## src/rtl/uart_pkg.sv

```systemverilog
// rtl/uart_pkg.sv - shared UART constants and receiver state encoding
package uart_pkg;

  localparam int OVERSAMPLE_DEFAULT = 16;
  localparam int DATA_BITS_DEFAULT  = 8;

  typedef enum logic [2:0] {
    IDLE,
    START,
    DATA,
    STOP,
    BREAK
  } rx_state_t;

endpackage

```

## src/rtl/sync_2ff.sv

```systemverilog
// rtl/sync_2ff.sv - two-flop synchronizer for asynchronous single-bit inputs
module sync_2ff #(
  parameter logic RESET_VAL = 1'b0
) (
  input  logic clk_in,
  input  logic rst_n_in,
  input  logic d,
  output logic q
);

  logic meta;

  always_ff @(posedge clk_in or negedge rst_n_in) begin
    if (!rst_n_in) begin
      meta <= RESET_VAL;
      q    <= RESET_VAL;
    end else begin
      meta <= d;
      q    <= meta;
    end
  end

endmodule

```

## src/rtl/uart_receiver.sv

```systemverilog
// rtl/uart_receiver.sv - oversampling 8N1 UART receiver with start-bit qualification
module uart_receiver
  import uart_pkg::*;
#(
  parameter int OVERSAMPLE = OVERSAMPLE_DEFAULT,
  parameter int DATA_BITS  = DATA_BITS_DEFAULT
) (
  input  logic                 clk_in,
  input  logic                 rst_n_in,
  input  logic                 sample_tick,
  input  logic                 rx,
  output logic [DATA_BITS-1:0] data_out,
  output logic                 data_valid,
  output logic                 frame_err,
  output logic                 busy
);

  localparam int TW = $clog2(OVERSAMPLE);
  localparam int BW = $clog2(DATA_BITS + 1);

  localparam logic [TW-1:0] TICK_HALF = TW'(OVERSAMPLE / 2 - 1);
  localparam logic [TW-1:0] TICK_LAST = TW'(OVERSAMPLE - 1);
  localparam logic [BW-1:0] BIT_LAST  = BW'(DATA_BITS - 1);

  logic                 rx_s;
  rx_state_t            state_q, state_d;
  logic [TW-1:0]        tick_q, tick_d;
  logic [BW-1:0]        bit_q, bit_d;
  logic [DATA_BITS-1:0] shift_q, shift_d;
  logic [DATA_BITS-1:0] data_d;
  logic                 valid_d, ferr_d;

  sync_2ff #(.RESET_VAL(1'b1)) u_rx_sync (
    .clk_in   (clk_in),
    .rst_n_in (rst_n_in),
    .d        (rx),
    .q        (rx_s)
  );

  assign busy = (state_q != IDLE);

  always_ff @(posedge clk_in or negedge rst_n_in) begin
    if (!rst_n_in) begin
      state_q    <= IDLE;
      tick_q     <= '0;
      bit_q      <= '0;
      shift_q    <= '0;
      data_out   <= '0;
      data_valid <= 1'b0;
      frame_err  <= 1'b0;
    end else begin
      state_q    <= state_d;
      tick_q     <= tick_d;
      bit_q      <= bit_d;
      shift_q    <= shift_d;
      data_out   <= data_d;
      data_valid <= valid_d;
      frame_err  <= ferr_d;
    end
  end

  always_comb begin
    state_d = state_q;
    tick_d  = tick_q;
    bit_d   = bit_q;
    shift_d = shift_q;
    data_d  = data_out;
    valid_d = 1'b0;
    ferr_d  = 1'b0;

    if (sample_tick) begin
      case (state_q)
        IDLE: begin
          if (!rx_s) begin
            state_d = START;
            tick_d  = '0;
          end
        end

        // A start bit that is high again at its centre was only a glitch.
        START: begin
          if (tick_q == TICK_HALF) begin
            if (!rx_s) begin
              state_d = DATA;
              tick_d  = '0;
              bit_d   = '0;
            end else begin
              state_d = IDLE;
            end
          end else begin
            tick_d = tick_q + TW'(1);
          end
        end

        DATA: begin
          if (tick_q == TICK_LAST) begin
            shift_d = {rx_s, shift_q[DATA_BITS-1:1]};
            tick_d  = '0;
            bit_d   = bit_q + BW'(1);
            if (bit_q == BIT_LAST) begin
              state_d = STOP;
            end
          end else begin
            tick_d = tick_q + TW'(1);
          end
        end

        STOP: begin
          if (tick_q == TICK_LAST) begin
            tick_d = '0;
            if (rx_s) begin
              data_d  = shift_q;
              valid_d = 1'b1;
              state_d = IDLE;
            end else begin
              ferr_d  = 1'b1;
              state_d = BREAK;
            end
          end else begin
            tick_d = tick_q + TW'(1);
          end
        end

        // Hold here while the line stays low so a break is not read as 0x00 frames.
        BREAK: begin
          if (rx_s) begin
            state_d = IDLE;
          end
        end

        default: state_d = IDLE;
      endcase
    end
  end

endmodule

```

## config.mk

```make
export PLATFORM = sky130hd
export DESIGN_NAME = uart_receiver
export DESIGN_NICKNAME = d
export VERILOG_FILES = /design/src/rtl/uart_pkg.sv /design/src/rtl/sync_2ff.sv /design/src/rtl/uart_receiver.sv
export SDC_FILE = /design/constraint.sdc
export NUM_CORES = 1
export LEC_CHECK = 0
export CAP_MARGIN = 40
export CELL_PAD_IN_SITES_DETAIL_PLACEMENT = 1
export CELL_PAD_IN_SITES_GLOBAL_PLACEMENT = 1
export CORE_MARGIN = 2
export CORE_UTILIZATION = 40
export DETAILED_ROUTE_END_ITERATION = 12
export PLACE_DENSITY_LB_ADDON = 0.1
export SLEW_MARGIN = 0
export SYNTH_ARGS = -nofsm -noshare
export SYNTH_HDL_FRONTEND = slang
export SYNTH_SLANG_ARGS = --single-unit
```

## constraint.sdc

```tcl
create_clock -name clk_in -period 1.87 [get_ports clk_in]
set_clock_uncertainty 0.05 [all_clocks]
set_input_delay 0.374 -clock clk_in [delete_from_list [all_inputs] [get_ports clk_in]]
set_output_delay 0.374 -clock clk_in [all_outputs]
set_load 0.01 [all_outputs]
```

After elaboration in Yosys (flattened, before gate mapping)
Index checks and enable logic that the tools add are counted.
{ "word_totals": {"register_bits": 31, "word_cells": 60} }
{ "op_classes": {"n_reduce_logical": 10, "n_addsub": 2, "mux": 25, "eq_ne": 14} }
{ "ops": {"columns": ["operator", "count"], "rows": [
  ["$mux 4", 6],
  ["$mux 3", 7],
  ["$pmux 3 s5", 1],
  ["$ne 2x2->1 const B", 6],
  ["$pmux 4 s3", 1],
  ["$add 4x1->4 const B", 2],
  ["$eq 4x3->1 const B", 2],
  ["$mux 1", 8],
  ["$pmux 4 s2", 1],
  ["$reduce_and 7->1", 1],
  ["$eq 3x2->1 const B", 2],
  ["$reduce_bool 3->1", 2],
  ["$reduce_and 5->1", 1],
  ["$eq 4x4->1 const B", 1],
  ["$reduce_and 4->1", 1],
  ["$eq 3x1->1 const B", 1],
  ["$eq 3x3->1 const B", 1],
  ["$logic_not 3->1", 1],
  ["$reduce_and 3->1", 1],
  ["$mux 2", 1],
  ["$ne 2x1->1 const B", 1],
  ["$reduce_and 2->1", 1],
  ["$reduce_bool 2->1", 1],
  ["$reduce_or 2->1", 1]
]} }

Depth between registers and ports, before layout
Gate-level depths: netlist (run 1).
{ "depth": {"word_depth": 4, "mapped_depth": 6, "depth_no_buf": 5} }

Hierarchy
A second synthesis (run 1) with hierarchy kept.
{ "unflattened": {"cells_unflattened": 115, "area_unflattened_um2": 1446.4} }
{ "by_module_without_submodules": {"columns": ["mod", "area_per_inst_um2", "seq_area_each_um2", "cells_each", "n_inst"], "rows": [
  ["uart_receiver", 1393.8, 725.7, 113, 1],
  ["sync_2ff", 52.6, 52.6, 2, 1]
]} }

Worst setup path after synthesis (run 1)
No wires, ideal clock.
{ "synth_path": {"kind": "register to register", "start": "register tick_q[0]", "end": "register data_out[0]", "setup_slack_ns": 0.044, "t_arrival_ns": 1.651, "setup_time_ns": 0.125, "path_buffers": 1, "stages_incl_launch_ff": 6, "path_cell_list": "dfrtp_1 > ha_1 > clkbuf_2 > nand4_1 > nor3_4 > mux2_2"} }
{ "synth_via": {"elab_chain_cells": 2} }
{ "synth_lines": {"columns": ["element", "line_no", "source"], "rows": [
  ["start, declared", "uart_receiver.sv:27", "logic [TW-1:0] tick_q, tick_d;"],
  ["start signal, assigned", "uart_receiver.sv:53", "tick_q <= tick_d;"],
  ["$eq 4x4->1", "uart_receiver.sv:109", "if (tick_q == TICK_LAST) begin"],
  ["$reduce_and 4->1 (no line)", null, null],
  ["end signal, assigned", "uart_receiver.sv:56", "data_out <= data_d;"],
  ["end, declared", "uart_receiver.sv:12", "output logic [DATA_BITS-1:0] data_out,"]
]} }
Every way passes these cells.
A chain may end at the register's enable or synchronous reset.

Worst setup path in the final report (run 1)
{ "layout_path": {"start": "register state_q[2]", "end": "register state_q[1]"} }
{ "layout_via": {"elab_chain_cells": 3, "elab_cells_between_ends": 13, "classes_between": "eq/ne (10); mux (1); reduce/logical (2)"} }
{ "layout_lines": {"columns": ["element", "line_no", "source"], "rows": [
  ["start, declared", "uart_receiver.sv:26", "rx_state_t state_q, state_d;"],
  ["start signal, assigned", "uart_receiver.sv:52", "state_q <= state_d;"],
  ["$eq 3x3->1, or another cell as far along", "uart_receiver.sv:72", "case (state_q)"],
  ["$ne 2x1->1 (no line) / $ne 2x2->1 (equally long branches)", null, null],
  ["$reduce_and 7->1 (no line)", null, null]
]} }
Several ways; a longest one is shown, not always the timed one.

==> results.txt, run 1 <==
Die height = 64.5 microns
TritonCTS clock tree = built
Critical Path AT = 1.95 ns
DIE WIDTH = 64.5 microns
Final hold slack = 0.314 ns
Initial Utilization = 0.429
Placed cell areas = 0.00174 sq mm
Post-synthesis sequential area ratio = 0.531
Outcome = completed
Port Buffers = 14
Final instance area = 0.00186 sq mm
Core Area = 0.00342 sq mm
Layout Cells excl Fill = 202
GRT overflow = 0
Peak Freq = 551 MHz
Remaining DRCs = 0
ANT cells = 0
Antenna-violating nets left = 0
Critical path's slowest cell = or3b_1
Setup TNS = 0 ns
Hpwl dp = 2430 microns
Clock Sinks = 31
Placer Congestion = 0.762
Via count = 1,126
Total CTS buffers = 5
First-pass GRT wire length = 5530 microns
Gr usage total = 0.177
Largest net degree at the start of global routing = 32
IO Pins = 15
Dpl ws = -0.223 ns
Synth Net Count = 133
Critical path startpoint category = register
Peak VDD IR = 0.000421 V
Share of post-route cells with drive strength above 1 = 0.321
Final Util = 0.544
Max cap viols = 0
Crit path from = state_q[2]
Hold Violations, Final = 0
LEAKAGE = 0.825 nW
Average wire per standard cell = 16.8 microns
Synthesized flop and latch total = 31
Net count, final = 162
Total power = 1.81 mW
CTS Root Buffer Type = clkbuf_4
Slew Viols, Final = 0
Post-Syn Area per Cell = 11.5 sq um
Crit-path leading delay family = simple AND/OR/NAND/NOR gates
H-tree Lvls = 2
Fill count = 369
CTS clk-pin slew, worst paths = 0.08 ns
Max-slew headroom = 0.697
Final-report setup violation count = 0
Number of global-route vias before repair = 1,163
CTS Buffer Depth = 2
Measured slew at the worst slew-check pin = 0.452 ns
Minimum clock period = 1.81 ns
DRT iter0 DRCs = 43
Setup crit end kind = register
Row count = 21
Critical Path Fanout Max = 6
Area Growth Syn to Fin = 26.7%
Sum of buffers and inverters on the critical path = 0
Req. time, crit path = 2.00 ns
Vias per cell = 5.57
Post-route setup slack = 0.0550 ns
Yosys Warn Count = 0
RR Startpoint = state_q[2]
TritonRoute pass-1 iters = 4
Hold path startpoint = u_rx_sync.meta
Initial antenna violation count = 0
Clk Latency, worst-skew pair = 0.33 ns
Syn Inst Count = 127
Synth Cell Area = 0.00147 sq mm
Final worst-path cycle share = 0.971
Area of the die = 0.00417 sq mm
Placed Cells = 193
Final wirelength = 3400 microns
Post-synth cell types = 42
Crit path kind = register to register
CP cell instances = or3b_1, o221ai_2, or2_2, o211ai_1
CP peak stage delay = 0.57 ns
HP Class = register to register
Power Density = 975 mW/mm^2
[kinds of logic after synthesis]
family	after synthesis	synth area share
multiplexers	17	0.131
AO/OA/AOI/OAI	24	0.114
buffers and inverters	11	0.0333
flip-flops	31	0.531
adder cells (fa/ha/maj)	2	0.0171
XOR/XNOR	2	0.0119
AND/OR/NAND/NOR	40	0.162
[per-layer routing]
| metal | wire length (microns) | vias to the layer above | GRT usage |
|---|---|---|---|
| met5 | 0 | - | 0 |
| met4 | 36 | 0 | 0.0878 |
| met3 | 105 | 4 | 0.0382 |
| met2 | 1680 | 13 | 0.288 |
| met1 | 1580 | 591 | 0.225 |
| li1 | - | 518 | - |
[where the power goes]
group | leakage (nW) | switching (mW) | internal (mW) | total, mW
clock | 0.0383 | 0.221 | 0.275 | 0.497
sequential | 0.399 | 0.123 | 0.776 | 0.899
combinational | 0.388 | 0.203 | 0.213 | 0.416
total | 0.825 | 0.548 | 1.26 | 1.81
[cell usage in the layout, fill, tap and decap left out, types with 4 or more instances in the layout]
master	count
clkdlybuf4s50_1	13
o21ai_0	6
clkbuf_4	5
mux2_2	17
buf_4	14
dfrtp_1	28
nand2_1	10
nor2_1	4
[cell type report]
cell class                      instances  area, sq um  area share
Multi-Input combinational cell         86          673       0.362
Timing Repair Buffer                   29          265       0.143
Inverter                                3         11.3     0.00606
Tap cell                               46         57.6      0.0310
Clock buffer                            6         41.3      0.0222
Sequential cell                        31          779       0.420
Clock inverter                          1         30.0      0.0162
[timing repair]
item | in CTS | in global routing
buffers inserted | 0 | 1
endpoints found under the setup margin | 2 | 21
cloned | 0 | 1
resized for setup | 3 | 5
pin swaps | 0 | 2
hold buffers | 0 | 0
[Yosys cell counts (all sizes together)]
cell type | count | area (sq um)
or2 | 2 | 12.5
nor3 | 4 | 31.3
o211ai | 1 | 7.51
nand4 | 2 | 12.5
dfrtp | 29 | 726
and2 | 1 | 6.26
and3b | 2 | 17.5
or2b | 1 | 7.51
o2111ai | 1 | 8.76
nand3b | 1 | 7.51
a21oi | 1 | 5.00
o31ai | 3 | 22.5
inv | 3 | 11.3
o221ai | 1 | 8.76
nand3 | 1 | 5.00
o311ai | 1 | 8.76
nor4 | 1 | 6.26
buf | 5 | 25.0
ha | 2 | 25.0
or3 | 3 | 18.8
mux2 | 17 | 191
and3 | 1 | 6.26
nand2 | 10 | 37.5
xnor2 | 2 | 17.5
nor2 | 5 | 26.3
a21o | 2 | 15.0
nor4b | 1 | 8.76
o21ai | 6 | 30.0
a211oi | 2 | 15.0
o32ai | 1 | 8.76
a22o | 1 | 8.76
o21bai | 1 | 7.51
clkbuf | 3 | 12.5
dfstp | 2 | 52.6
nand2b | 3 | 18.8
nor2b | 1 | 6.26
or3b | 1 | 8.76
a32oi | 1 | 8.76
a31oi | 2 | 12.5
[path summary, 6_finish.rpt]
kind	endpoint	slack [ns]	depth (start not counted)
worst max-delay path	state_q[1]	0.06	4
worst min-delay path	u_rx_sync.q	0.31	0
worst max register to register	state_q[1]	0.06	4
worst min register to register	u_rx_sync.q	0.31	0
max in group asynchronous	u_rx_sync.meta	1.07	2
min in group asynchronous	tick_q[3]	0.38	2
[flip-flops by register name, summed over array words and instances, names as in the netlist]
name	count
shift_q	8
state_q	3
u_rx_sync.meta	1
tick_q	4
data_out	8
bit_q	4
data_valid	1
frame_err	1
u_rx_sync.q	1
No activity file was read; power rests on OpenSTA's default activity.
==> run 2, diff against run 1 <==
--- a/config.mk
+++ b/config.mk
@@ -11,8 +11,9 @@
 export CORE_MARGIN = 2
 export CORE_UTILIZATION = 40
 export DETAILED_ROUTE_END_ITERATION = 12
-export PLACE_DENSITY_LB_ADDON = 0.1
+export PLACE_DENSITY = 0.78
 export SLEW_MARGIN = 0
 export SYNTH_ARGS = -nofsm -noshare
 export SYNTH_HDL_FRONTEND = slang
 export SYNTH_SLANG_ARGS = --single-unit
+export TNS_END_PERCENT = 20
==> results.txt, run 2 (synthesized netlist as in run 1, its figures left out) <==
Row count = 21
Outcome = completed
Max cap viols = 0
RR Endpoint = bit_q[3]
Number of global-route vias before repair = 1,211
Critical Path Fanout Max = 7
Post-route setup slack = 0.0769 ns
GRT overflow = 0
Largest regs = data_out (8), shift_q (8)
Remaining DRCs = 0
Final hold slack = 0.315 ns
Placer Congestion = 0.744
Area of the die = 0.00417 sq mm
Share of post-route cells with drive strength above 1 = 0.327
Clock Sinks = 31
Power Density = 955 mW/mm^2
Net count, final = 161
Hold endpoint = u_rx_sync.q
DRT iter0 DRCs = 36
CTS clk-pin slew, worst paths = 0.10 ns
Final wirelength = 3260 microns
Final-report setup violation count = 0
Hpwl dp = 2380 microns
Peak Freq = 558 MHz
Vias per cell = 5.35
Measured slew at the worst slew-check pin = 0.396 ns
Dpl ws = -0.199 ns
Critical Path AT = 1.98 ns
Initial Utilization = 0.429
Max-slew headroom = 0.736
Hold Violations, Final = 0
First-pass GRT wire length = 5730 microns
Total power = 1.77 mW
CTS Hold Bufs = 0
ANT cells = 0
H-tree Lvls = 2
Clk Latency, worst-skew pair = 0.33 ns
Total CTS buffers = 5
Hold Crit Depth = 0
Largest net degree at the start of global routing = 32
Crit path kind = register to register
LEAKAGE = 0.815 nW
Initial antenna violation count = 0
Req. time, crit path = 2.06 ns
Final worst-path cycle share = 0.959
Most frequent cells in the layout = 29 x dfrtp_1, 17 x mux2_2, 14 x buf_4
CTS Buffer Depth = 2
Peak VDD IR = 0.000440 V
DIE WIDTH = 64.5 microns
Final Util = 0.542
RR Startpoint = tick_q[1]
Via count = 1,081
Hold path startpoint = u_rx_sync.meta
Commonest non-fill, non-tap cell in the layout = dfrtp_1
IO Pins = 15
Setup crit end kind = register
Gr usage total = 0.183
Minimum clock period = 1.79 ns
CTS Root Buffer Type = clkbuf_4
Die height = 64.5 microns
Area Growth Syn to Fin = 26.2%
Slew Viols, Final = 0
Setup TNS = 0 ns
Antenna-violating nets left = 0
Reg2Reg Setup Slack = 0.08 ns
TritonRoute pass-1 iters = 4
Port Buffers = 14
R2R cell count = 6
Average wire per standard cell = 16.1 microns
HP Class = register to register
Core Area = 0.00342 sq mm
Critical path startpoint category = register
Crit path from = tick_q[1]
Setup repair after global routing missed its margin = no
TritonCTS clock tree = built
==> run 2: cell types whose count changed in the layout (fill, tap and decap cells not counted), sizes merged <==
| cell | delta |
|---|---|
| clkbuf | +1 |
| bufinv | -1 |
| clkinvlp | +1 |
| nor2 | -1 |
==> run 2: area by class of cell <==
| cell class | instances | area [sq um] |
|---|---|---|
| clock buffers | 7 | 65.1 |
| clock inverters | 1 | 7.51 |
| fillers | 364 | 1570 |
| inverters | 3 | 11.3 |
| multi-input cells | 85 | 666 |
| flip-flops and latches | 31 | 778 |
| well taps | 46 | 57.6 |
| repair buffers | 29 | 265 |
==> run 2: worst max-delay path: stages (launching register included) <==
cell and delay [ns]:
dfrtp_1 0.40, ha_1 0.20, buf_4 0.16, and3_4 0.21, nand4_1 0.12, or3_1 0.32, o32ai_1 0.24
==> run 2: repair_timing <==
item | in CTS | in global routing
resized for setup | 3 | 4
setup buffers | 2 | 0
pin swaps | 1 | 2
setup endpoints to repair | 2 | 12
endpoints found under the hold margin | 0 | 0
==> run 2: how the worst max path moves through the flow <==
stage	to	slack, ns
6_report	bit_q[3]	0.08
4_1_cts	busy	0.04
5_1_grt	shift_q[5]	0.001
3_3_place_gp	shift_q[4]	-0.16
3_5_place_dp	shift_q[6]	-0.20
2_1_floorplan	data_out[0]	0.04
==> run 2: power by group <==
group | total, mW | internal (mW) | leakage, nW | switching, mW
combinational | 0.427 | 0.216 | 0.377 | 0.211
sequential | 0.881 | 0.776 | 0.401 | 0.106
clock | 0.459 | 0.220 | 0.0375 | 0.239
==> run 2: metal layers <==
layer	GRT usage	up-vias	part of all wire
li1	-	515	-
met1	0.217	546	0.43
met2	0.314	16	0.52
met3	0.0590	4	0.034
met4	0.0638	0	0.015
met5	0	-	0
==> run 2: per-stage QoR <==
stage,std cells,instance area [sq um]
finish,202,1850
CTS,202,1830
global route,202,1850
detailed placement,192,1740
global placement,192,1740
floorplan,127,1470
==> run 3, diff against run 2 <==
--- a/config.mk
+++ b/config.mk
@@ -11,7 +11,7 @@
 export CORE_MARGIN = 2
 export CORE_UTILIZATION = 40
 export DETAILED_ROUTE_END_ITERATION = 12
-export PLACE_DENSITY = 0.78
+export PLACE_DENSITY_LB_ADDON = 0.1
 export SLEW_MARGIN = 0
 export SYNTH_ARGS = -nofsm -noshare
 export SYNTH_HDL_FRONTEND = slang
==> results.txt, run 3 (synthesized netlist as in run 1, its figures left out) <==
Critical Path Fanout Max = 6
Total CTS buffers = 5
Slew Viols, Final = 0
Hold Crit Depth = 0
Area of the die = 0.00417 sq mm
GRT overflow = 0
CTS clk-pin slew, worst paths = 0.08 ns
Setup TNS = 0 ns
Sw Share = 0.302
Vias per cell = 5.56
Final instance area = 0.00185 sq mm
R2R cell count = 4
Critical Path AT = 1.94 ns
Clk pwr share = 0.275
P_sw = 0.547 mW
Clk Latency, worst-skew pair = 0.33 ns
Antenna-violating nets left = 0
Commonest non-fill, non-tap cell in the layout = dfrtp_1
Gr usage total = 0.177
Final worst-path cycle share = 0.965
Net count, final = 161
Initial antenna violation count = 0
ANT cells = 0
Port Buffers = 14
Clock Sinks = 31
Crit path from = state_q[0]
CTS Root Buffer Type = clkbuf_4
RR Endpoint = state_q[1]
HP Class = register to register
Largest regs = data_out (8), shift_q (8)
Hold Violations, Final = 0
Power share of the sequential group = 0.496
Max-slew headroom = 0.696
H-tree Lvls = 2
Placer Congestion = 0.762
Via count = 1,118
Setup crit end kind = register
CP peak stage delay = 0.53 ns
First-pass GRT wire length = 5530 microns
Final-report setup violation count = 0
Reg2Reg Setup Slack = 0.07 ns
Remaining DRCs = 0
Core Area = 0.00342 sq mm
Post-route setup slack = 0.0654 ns
DIE WIDTH = 64.5 microns
Setup repair after global routing missed its margin = yes
Critical Path Sink = state_q[1]
Largest net degree at the start of global routing = 32
Hpwl dp = 2430 microns
Measured slew at the worst slew-check pin = 0.453 ns
Logic pwr share = 0.229
Most frequent cells in the layout = 28 x dfrtp_1, 17 x mux2_2, 13 x clkdlybuf4s50_1, 13 x buf_4, 10 x nand2_1
Max cap viols = 0
RR Startpoint = state_q[0]
Initial Utilization = 0.429
Req. time, crit path = 2.01 ns
IO Pins = 15
Final wirelength = 3380 microns
Fill count = 370
Number of global-route vias before repair = 1,163
LEAKAGE = 0.819 nW
DRT iter0 DRCs = 55
Critical path startpoint category = register
Final Util = 0.540
Placed cell areas = 0.00174 sq mm
CTS Buffer Depth = 2
Area Growth Syn to Fin = 25.9%
Final hold slack = 0.314 ns
Crit path kind = register to register
Minimum clock period = 1.80 ns
Peak Freq = 554 MHz
Dpl ws = -0.223 ns
Critical path's slowest cell = or3b_1
Power Density = 981 mW/mm^2
Internal power = 1.26 mW
Share of post-route cells with drive strength above 1 = 0.316
Row count = 21
Average wire per standard cell = 16.8 microns
TritonRoute pass-1 iters = 3
Peak VDD IR = 0.000419 V
Outcome = completed
Die height = 64.5 microns
Post-CTS Setup Bufs = 0
TritonCTS clock tree = built
CP cell instances = or3b_1, o221ai_2, or2_2, o211ai_1
run 3: changes by cell type in the layout (fill, tap and decap cells not counted), sizes merged:
| cell | delta |
|---|---|
| nor2 | +1 |
| buf | -1 |
| clkinvlp | -1 |
| clkbuf | -1 |
| bufinv | +1 |
run 3: final cells by class:
class | instances | area [sq um] | share of cell area
multi-input cells | 86 | 668 | 0.362
well taps | 46 | 57.6 | 0.0312
flip-flops and latches | 31 | 779 | 0.422
clock inverters | 1 | 30.0 | 0.0163
inverters | 3 | 11.3 | 0.00610
repair buffers | 28 | 258 | 0.140
clock buffers | 6 | 41.3 | 0.0224
run 3: per-stage QoR:
step | power (mW) | std cells
2_1_floorplan | 1.16 | 127
3_3_place_gp | 1.28 | 193
3_5_place_dp | 1.31 | 193
4_1_cts | 1.82 | 200
5_1_grt | 1.93 | 201
6_report | 1.81 | 201
run 3: critical path, delay by kind of cell, from the launching register on:
kind	cells	cell delay, ns
simple gates	2	0.72
compound gates	2	0.43
flops	1	0.46
run 3: worst min path at each step:
| stage | start | end |
|---|---|---|
| after floorplan | rst_n_in | bit_q[0] |
| after global placement | u_rx_sync.meta | u_rx_sync.q |
| after detailed placement | u_rx_sync.meta | u_rx_sync.q |
| after CTS | u_rx_sync.meta | u_rx_sync.q |
| after global routing | u_rx_sync.meta | u_rx_sync.q |
| final | u_rx_sync.meta | u_rx_sync.q |
run 3: metal layers:
metal / global-route usage / vias up / share of wire
met5: 0 / - / 0
met4: 0.0878 / 0 / 0.016
met1: 0.225 / 583 / 0.47
met3: 0.0382 / 6 / 0.031
met2: 0.288 / 13 / 0.48
li1: - / 516 / -
run 3: repair_timing:
action / 4_1_cts / 5_1_grt
hold endpoints to repair: 0 / 0
pin swaps: 0 / 2
endpoints found under the setup margin: 2 / 21
resized for setup: 3 / 4
hold buffers: 0 / 0
cloned: 0 / 1
run 3: power by group through the flow:
stage / registers [mW] / logic, mW / clock network [mW]
CTS: 0.896 / 0.409 / 0.514
floorplan: 0.837 / 0.320 / 0
detailed placement: 0.908 / 0.406 / 0
global placement: 0.900 / 0.379 / 0
global route: 0.917 / 0.467 / 0.541
finish: 0.898 / 0.415 / 0.497
